--- config.mk ---
export PLATFORM = sky130hd
export DESIGN_NAME = spi_stream_target
export DESIGN_NICKNAME = d
export VERILOG_FILES = /design/src/rtl/spi_stream_target.sv
export SDC_FILE = /design/constraint.sdc
export NUM_CORES = 1
export LEC_CHECK = 0
export BUFFER_PORTS_ARGS = -buffer_cell sky130_fd_sc_hd__buf_2
export CORE_UTILIZATION = 40
export DETAILED_ROUTE_END_ITERATION = 12
export GPL_TIMING_DRIVEN = 0
export RECOVER_POWER = 100
export SLEW_MARGIN = 5
export SYNTH_ARGS = -nofsm -noshare
export SYNTH_HDL_FRONTEND = slang
export SYNTH_SLANG_ARGS = --single-unit
--- constraint.sdc ---
create_clock -name clk -period 2.7 [get_ports clk]
set_clock_uncertainty 0.15 [all_clocks]
set_input_delay 0.54 -clock clk [delete_from_list [all_inputs] [get_ports clk]]
set_output_delay 0.54 -clock clk [all_outputs]
set_load 0.005 [all_outputs]
--- src/rtl/spi_stream_target.sv ---
// spi_stream_target: SPI mode-0 read responder (opcode + 24-bit address, then a
// 32-bit word stream fetched from a memory read port with one-word prefetch).
module spi_stream_target #(
    parameter logic [7:0] OPCODE      = 8'h03,
    parameter int         W_ADDR      = 22,
    parameter int         SYNC_STAGES = 2
) (
    input  logic              clk,
    input  logic              rst_n,
    input  logic              spi_cs_n,
    input  logic              spi_sck,
    input  logic              spi_mosi,
    output logic              spi_miso,
    output logic              spi_miso_oe,
    output logic              mem_req,
    output logic [W_ADDR-1:0] mem_addr,
    input  logic              mem_ack,
    input  logic [31:0]       mem_rdata,
    output logic              busy,
    output logic              underrun,
    input  logic              underrun_clr,
    output logic              opcode_err
);
    typedef enum logic [2:0] {IDLE, CMD, ADDR, DATA, IGNORE} state_t;

    state_t                 state_q;
    logic [SYNC_STAGES-1:0] cs_sync_q, sck_sync_q, mosi_sync_q;
    logic                   sck_prev_q;
    logic [4:0]             bit_ctr_q, data_ctr_q;
    logic [22:0]            sh_q;
    logic [30:0]            sreg_q;
    logic [W_ADDR-1:0]      word_addr_q, mem_addr_q;
    logic [31:0]            buf_q;
    logic                   buf_valid_q, stale_q, want_q, mem_req_q;
    logic                   miso_q, oe_q, underrun_q, oerr_q;

    logic              cs_s, sck_s, mosi_s, rise, fall, ack, can_issue, avail;
    logic [31:0]       load_w, load_d;
    logic [W_ADDR-1:0] word_addr_d;

    always_comb begin
        cs_s        = cs_sync_q[SYNC_STAGES-1];
        sck_s       = sck_sync_q[SYNC_STAGES-1];
        mosi_s      = mosi_sync_q[SYNC_STAGES-1];
        rise        = sck_s & ~sck_prev_q;
        fall        = ~sck_s & sck_prev_q;
        ack         = mem_req_q & mem_ack;
        can_issue   = ~mem_req_q | mem_ack;
        // data acked in the very cycle of a load point is used directly
        avail       = buf_valid_q | (ack & ~stale_q);
        load_w      = buf_valid_q ? buf_q : mem_rdata;
        load_d      = avail ? {load_w[7:0], load_w[15:8], load_w[23:16], load_w[31:24]} : 32'd0;
        word_addr_d = word_addr_q + W_ADDR'(1);
    end

    always_ff @(posedge clk or negedge rst_n) begin
        if (!rst_n) begin
            state_q     <= IDLE;
            cs_sync_q   <= '1;
            sck_sync_q  <= '0;
            mosi_sync_q <= '0;
            sck_prev_q  <= 1'b0;
            bit_ctr_q   <= '0;
            data_ctr_q  <= '0;
            sh_q        <= '0;
            sreg_q      <= '0;
            word_addr_q <= '0;
            mem_addr_q  <= '0;
            buf_q       <= '0;
            buf_valid_q <= 1'b0;
            stale_q     <= 1'b0;
            want_q      <= 1'b0;
            mem_req_q   <= 1'b0;
            miso_q      <= 1'b0;
            oe_q        <= 1'b0;
            underrun_q  <= 1'b0;
            oerr_q      <= 1'b0;
        end else begin
            cs_sync_q   <= {cs_sync_q[SYNC_STAGES-2:0], spi_cs_n};
            sck_sync_q  <= {sck_sync_q[SYNC_STAGES-2:0], spi_sck};
            mosi_sync_q <= {mosi_sync_q[SYNC_STAGES-2:0], spi_mosi};
            sck_prev_q  <= sck_s;
            oerr_q      <= 1'b0;
            if (underrun_clr)
                underrun_q <= 1'b0;
            if (ack) begin
                mem_req_q <= 1'b0;
                stale_q   <= 1'b0;
                if (!stale_q && !cs_s) begin
                    buf_q       <= mem_rdata;
                    buf_valid_q <= 1'b1;
                end
            end
            // a fetch deferred behind an abandoned request goes out once that one completes
            if (want_q && can_issue) begin
                mem_req_q  <= 1'b1;
                mem_addr_q <= word_addr_q;
                want_q     <= 1'b0;
            end
            if (cs_s) begin
                state_q     <= IDLE;
                miso_q      <= 1'b0;
                oe_q        <= 1'b0;
                buf_valid_q <= 1'b0;
                want_q      <= 1'b0;
                if (mem_req_q && !mem_ack)
                    stale_q <= 1'b1;
            end else begin
                case (state_q)
                    IDLE: begin
                        state_q   <= CMD;
                        bit_ctr_q <= '0;
                        oe_q      <= 1'b1;
                        miso_q    <= 1'b0;
                    end
                    CMD: if (rise) begin
                        sh_q      <= {sh_q[21:0], mosi_s};
                        bit_ctr_q <= bit_ctr_q + 5'd1;
                        if (bit_ctr_q == 5'd7) begin
                            bit_ctr_q <= '0;
                            if ({sh_q[6:0], mosi_s} == OPCODE)
                                state_q <= ADDR;
                            else begin
                                state_q <= IGNORE;
                                oerr_q  <= 1'b1;
                            end
                        end
                    end
                    ADDR: if (rise) begin
                        sh_q      <= {sh_q[21:0], mosi_s};
                        bit_ctr_q <= bit_ctr_q + 5'd1;
                        if (bit_ctr_q == 5'd23) begin
                            state_q     <= DATA;
                            data_ctr_q  <= '0;
                            word_addr_q <= sh_q[W_ADDR:1];
                            if (can_issue) begin
                                mem_req_q  <= 1'b1;
                                mem_addr_q <= sh_q[W_ADDR:1];
                            end else
                                want_q <= 1'b1;
                        end
                    end
                    DATA: if (fall) begin
                        data_ctr_q <= data_ctr_q + 5'd1;
                        if (data_ctr_q == 5'd0) begin
                            sreg_q      <= load_d[30:0];
                            miso_q      <= load_d[31];
                            buf_valid_q <= 1'b0;
                            word_addr_q <= word_addr_d;
                            if (!avail)
                                underrun_q <= 1'b1;
                            // a still-pending fetch is left to fill the buffer for the next word
                            if (can_issue) begin
                                mem_req_q  <= 1'b1;
                                mem_addr_q <= word_addr_d;
                            end
                        end else begin
                            sreg_q <= {sreg_q[29:0], 1'b0};
                            miso_q <= sreg_q[30];
                        end
                    end
                    IGNORE: miso_q <= 1'b0;
                    default: state_q <= IDLE;
                endcase
            end
        end
    end

    assign spi_miso    = miso_q;
    assign spi_miso_oe = oe_q;
    assign mem_req     = mem_req_q;
    assign mem_addr    = mem_addr_q;
    assign busy        = ~cs_s;
    assign underrun    = underrun_q;
    assign opcode_err  = oerr_q;
endmodule

### Word level (Yosys, flattened, before mapping)

Index checks and enable logic that the tools add are counted.

* add/sub/neg operators: 3
* multiply operators: 0
* div/mod/pow operators: 0
* order comparisons: 0
* equal/unequal tests: 18
* shift-type cells: 0
* muxes and demuxes: 73
* bitwise logic cells: 11
* reductions and logical operators: 23

Operators by type and width (number)
* 22-bit 2-to-1 mux: 12
* 22-bit case mux with 2 select lines: 2
* 32-bit 2-to-1 mux: 2
* 1-bit 2-to-1 mux: 39
* 31-bit 2-to-1 mux: 1
* 5-bit 2-to-1 mux: 6
* 22-bit by 1-bit adder with 22-bit output, second input constant: 1
* 3-bit 2-to-1 mux: 6
* 3-bit != test, second input constant: 5
* 5-bit case mux with 3 select lines: 1
* 3-bit case mux with 4 select lines: 1
* 5-bit by 1-bit adder with 5-bit output, second input constant: 2
* 2-bit != test, second input constant: 5
* 5-bit case mux with 2 select lines: 1
* 5-bit AND reduction: 2
* 8-bit by 2-bit equality test with 1-bit output, second input constant: 1
* 3-bit by 2-bit equality test with 1-bit output, second input constant: 2
* 3-bit AND reduction: 2
* 6-bit AND reduction: 1
* 3-bit nonzero test: 2
* 2-bit OR reduction: 3
* 5-bit by 3-bit equality test with 1-bit output, second input constant: 1
* 5-bit equality test, second input constant: 1
* 5-bit zero test: 1
* 13 further kinds: 28

* register bits: 158
* latch bits: 0
* memory bits (writable): 0
* ROM bits: 0
* bits of input ports: 39
* output and inout bits: 28
* logic and storage cells: 148
* memories kept: 0

### Logic depth before layout (Yosys ltp)

* word-level depth: 9
* depth in mapped cells: 8
* mapped depth without buffers: 7

### Worst setup path before layout

OpenSTA, ideal clock, no wires.

* kind: input port to flip-flop
* from: in mem_ack
* to: reg mem_addr_q[11], in the netlist mem_addr[11]
* setup time: 143 ps
* data arrival time: 2089 ps
* required time: 2407 ps
* setup slack: 318 ps
* cell stages on the path: 6
* path buffers: 1
* path through: nand2b_1 > nand2_1 > buf_1 > mux2_2 > a222oi_1 > o211ai_1

* word-level cells in the longest chain between the ends: 8
* elaborated cells between the ends (all ways): 11

RTL lines
* start: declaration: line 17 `input logic mem_ack,`
* 1-bit bitwise OR (*): line 48 `can_issue = ~mem_req_q | mem_ack;`
* 1-bit logical AND: line 95 `if (want_q && can_issue) begin`
* 22-bit 2-to-1 mux: line 95
* 22-bit 2-to-1 mux, on equally long branches: line 153, 136
* 22-bit 2-to-1 mux, on equally long branches: line 145, 132
* 22-bit 2-to-1 mux, on equally long branches: line 143, 129
* 22-bit case mux with 2 select lines: line 109 `case (state_q)`
* 22-bit 2-to-1 mux (*): line 100 `if (cs_s) begin`
* end signal: assignment: line 97 `mem_addr_q <= word_addr_q;`
* end signal: assignment: line 138 `mem_addr_q <= sh_q[W_ADDR:1];`
* end signal: assignment: line 155 `mem_addr_q <= word_addr_d;`
* end: declaration: line 32 `logic [W_ADDR-1:0] word_addr_q, mem_addr_q;`

Every way passes the cells marked *; elsewhere a longest branch is shown, timed or not.
A chain may end at the register's enable or synchronous reset.

### Final worst setup path

* from: reg data_ctr_q[0]
* to: reg mem_addr_q[19], in the netlist mem_addr[19]

* word-level cells in the longest chain between the ends: 5

RTL lines
* start: declaration: line 29 `logic [4:0] bit_ctr_q, data_ctr_q;`
* start signal: assignment: line 144 `data_ctr_q <= data_ctr_q + 5'd1;`
* 5-bit zero test: line 145 `if (data_ctr_q == 5'd0) begin`
* 22-bit 2-to-1 mux: line 145
* 22-bit 2-to-1 mux: line 143 `DATA: if (fall) begin`
* 22-bit case mux with 2 select lines: line 109
* 22-bit 2-to-1 mux: line 100

No other way between the ends.

==> summary.txt <==
Run status
  • Status: completed

Die
  • Core area: 0.02017 sq mm
  • I/O Pins: 67
  • Die area: between 0.02 and 0.025 sq mm
  • Die Y: 145.2 microns
  • Site Rows: 52
  • Starting Density: a little over 40%
  • Die Wd: around 150 microns

Global routing
  • Largest net degree at the start of global routing: 92
  • Final global-route overflow total: 0
  • Initial antenna violation count: 0
  • Vias in the first global route: ~6600
  • Total GRT Usage: roughly 21%
  • First-pass GRT wire length: around 35 mm

Routing
  • Vias per inst: 5.613
  • Total Routed Length: 21.83 mm
  • Wire per inst: between 15 and 20 microns
  • DR iter-0 viols: around 500
  • Detail Route Antenna Nets: 0
  • 1st-pass router iterations: 6
  • DRC viols: 0
  • Vias post-DR: approximately 6800

Cells and area
  • Fin util: 47.25%
  • Commonest cells after routing, fill and taps aside: dfrtp_1, a21oi_1, nor2_1
  • Number of nets in the layout: just under 1000
  • Multi-input gate area: roughly 0.004 sq mm
  • Ant diodes: 0
  • Share of layout cells above drive strength 1: between 10% and 20%
  • Area taken by flip-flops and latches: just under 0.004 sq mm
  • Area delta synth->final: 16.20%
  • Commonest non-fill, non-tap cell in the layout: dfrtp_1
  • Post-route insts no fill: 1209
  • Filler instances: around 2000

Critical path
  • Crit Reg-Reg Startpoint: data_ctr_q[0]
  • CP startpoint kind: flip-flop
  • Maximum fanout along the worst path: 10
  • Reg2Reg Setup Slack: roughly 0.077 ns
  • Kind of critical path: flip-flop to flip-flop
  • Critical Path RT: roughly 2.9 ns
  • Endpoint kind of the worst setup timing path: flip-flop
  • CP arrival: 2.79 ns
  • Crit Reg-Reg Endpoint: mem_addr[19]
  • Reg2reg path depth: 8
  • Critical path startpoint: data_ctr_q[0]

Placement
  • PortBufs: 66
  • Inst Count DP: ~1200
  • Post-DP HPWL: 14.88 mm
  • Place WS: -0.3311 ns
  • Gpl congestion: ~0.90

Synthesis
  • Sequential area share after synthesis: approximately half
  • Ys async rst share: between 90% and 100%
  • Yosys Warn Count: 0
  • Yosys reg bits: between 150 and 200
  • Synth unique cells: 55
  • Ys flop type: dfrtp_1
  • Post-Synthesis Cells: between 800 and 900
  • Syn avg cell area: 9.809 sq um
  • Post-synthesis net count: ~880
  • Post-synthesis cell area: approximately 0.0082 sq mm
  • Post-synth EDFFs: 0

Power
  • Pleak: a little over 4 nW
  • PwrDens: 524.4 mW/mm^2
  • Worst vdd ir: between 0.4 and 0.5 mV

Clocking
  • Clock insertion delay at the later pin of the skew report: ~0.44 ns
  • Max Buffers Root-to-Sink: 2
  • CTS tree: done
  • Root buffer cell: clkbuf_16
  • H-tree depth: 4
  • TritonCTS buffer count: 17
  • Clk sinks: ~160
  • Worst-path clk slew: roughly 0.07 ns

STA
  • Fmax: 0.3812 GHz
  • Final Critical Period: ~2.6 ns
  • Max Slew Vio Count: 0
  • Final Worst Setup Slack: approximately 0.077 ns
  • Period Utilization, post-route: 97.17%
  • Slew @ Worst Pin: around 1.2 ns
  • Hold_ws: about 0.044 ns
  • Worst slew margin: a little over a fifth
  • Final Hold Viols: 0
  • Final setup vio count: 0

Hold path
  • Hold WC Path Type: primary input to flip-flop
  • Min-delay src: spi_cs_n
  • Worst Hold End: cs_sync_q[0]
  • Min-Delay Path Depth: 1

Flow run
  • Max-Cap Viols: 0
-- cell families (layout without fill, tap and decap cells) --
| family | count (synthesis) | after routing | synth area share (%) |
|---|---|---|---|
| XOR/XNOR | 21 | 21 | 2.243 |
| adder cells (fa/ha/maj) | 5 | 5 | 0.7324 |
| AO/OA/AOI/OAI | 206 | 206 | 15.76 |
| flip-flops | 158 | 158 | 48.25 |
| multiplexers | 107 | 107 | 13.93 |
| AND/OR/NAND/NOR | 260 | 260 | 15.38 |
| buffers and inverters | 79 | 182 | 3.708 |
-- where the power goes --
part	switching [mW]	total, mW	internal, mW	leakage (nW)
clock	1.10	2.31	1.21	0.268
sequential	0.0522	2.46	2.41	2.00
combinational	0.137	0.222	0.0850	1.77
-- repair_timing --
item | CTS | global route
resized for setup | 9 | 13
setup buffers | 1 | 2
pin swaps | 1 | 3
gates cloned | 0 | 0
hold buffers | 1 | 0
endpoints found under the setup margin | 24 | 32
hold endpoints to repair | 65 | 0
-- metrics by stage --
stage	setup TNS (ns)	instance area, sq um	total power, mW
floorplan	0	8200	2.593
global placement	-254.89	8869	2.723
CTS	0	9520	5.042
finish	0	9529	4.997
detailed placement	-3.400	8906	2.733
global route	-0.001276	9529	5.155
-- worst max-delay path: stages, from the launching register on --
cell and delay, ns:
dfrtp_1 0.39, inv_1 0.08, ha_1 0.14, or4b_4 0.50, or3_4 0.43, buf_2 0.22
a21oi_2 0.27, nor2_1 0.07, a211o_1 0.24
-- synthesized netlist by cell type (12+ instances only) --
cell type	n	area (sq um)
nor3_1	52	260.3
o22ai_1	14	87.58
nand2_1	51	191.4
o21ai_0	31	155.2
xnor2_1	12	105.1
nand3_1	22	110.1
clkbuf_1	47	176.4
nor2_1	75	281.5
a21oi_1	91	455.4
mux2i_1	50	500.5
dfrtp_1	156	3904
a2bb2oi_1	14	122.6
inv_1	16	60.06
mux2_2	57	641.9
-- sequential cells by signal, summed over array words and instances, names as in the netlist, 3 cells and up --
name	count
buf_q	32
mem_addr	22
data_ctr_q	5
state_q	3
sh_q	23
word_addr_q	22
bit_ctr_q	5
sreg_q	31
-- layout make-up --
cell class,instances,share of cell area (%)
multi-input cells,599,41.89
flip-flops and latches,158,41.52
clock buffers,18,4.504
repair buffers,71,3.900
well taps,270,3.545
plain buffers,63,2.665
clock inverters,14,1.352
inverters,16,0.6303
-- how the worst max path moves through the flow --
stage                         endpoint  slack (ns)  depth (start not counted)
final                     mem_addr[19]        0.08                          8
after CTS                 mem_addr[11]        0.01                          6
after detailed placement  mem_addr[11]       -0.33                          7
after global placement        buf_q[8]       -1.62                          1
after floorplan           mem_addr[11]        0.32                          6
after global routing      mem_addr[11]      -0.001                          6
-- layer usage --
layer  up-vias  share of wire, %  track usage (%)
li1       3226                 -                -
met1      3348                46            29.05
met2       175                48            34.69
met3        37               4.8            4.371
met4         0               2.0            6.316
met5         -                 0                0
Power figures use the tool's default switching activity.
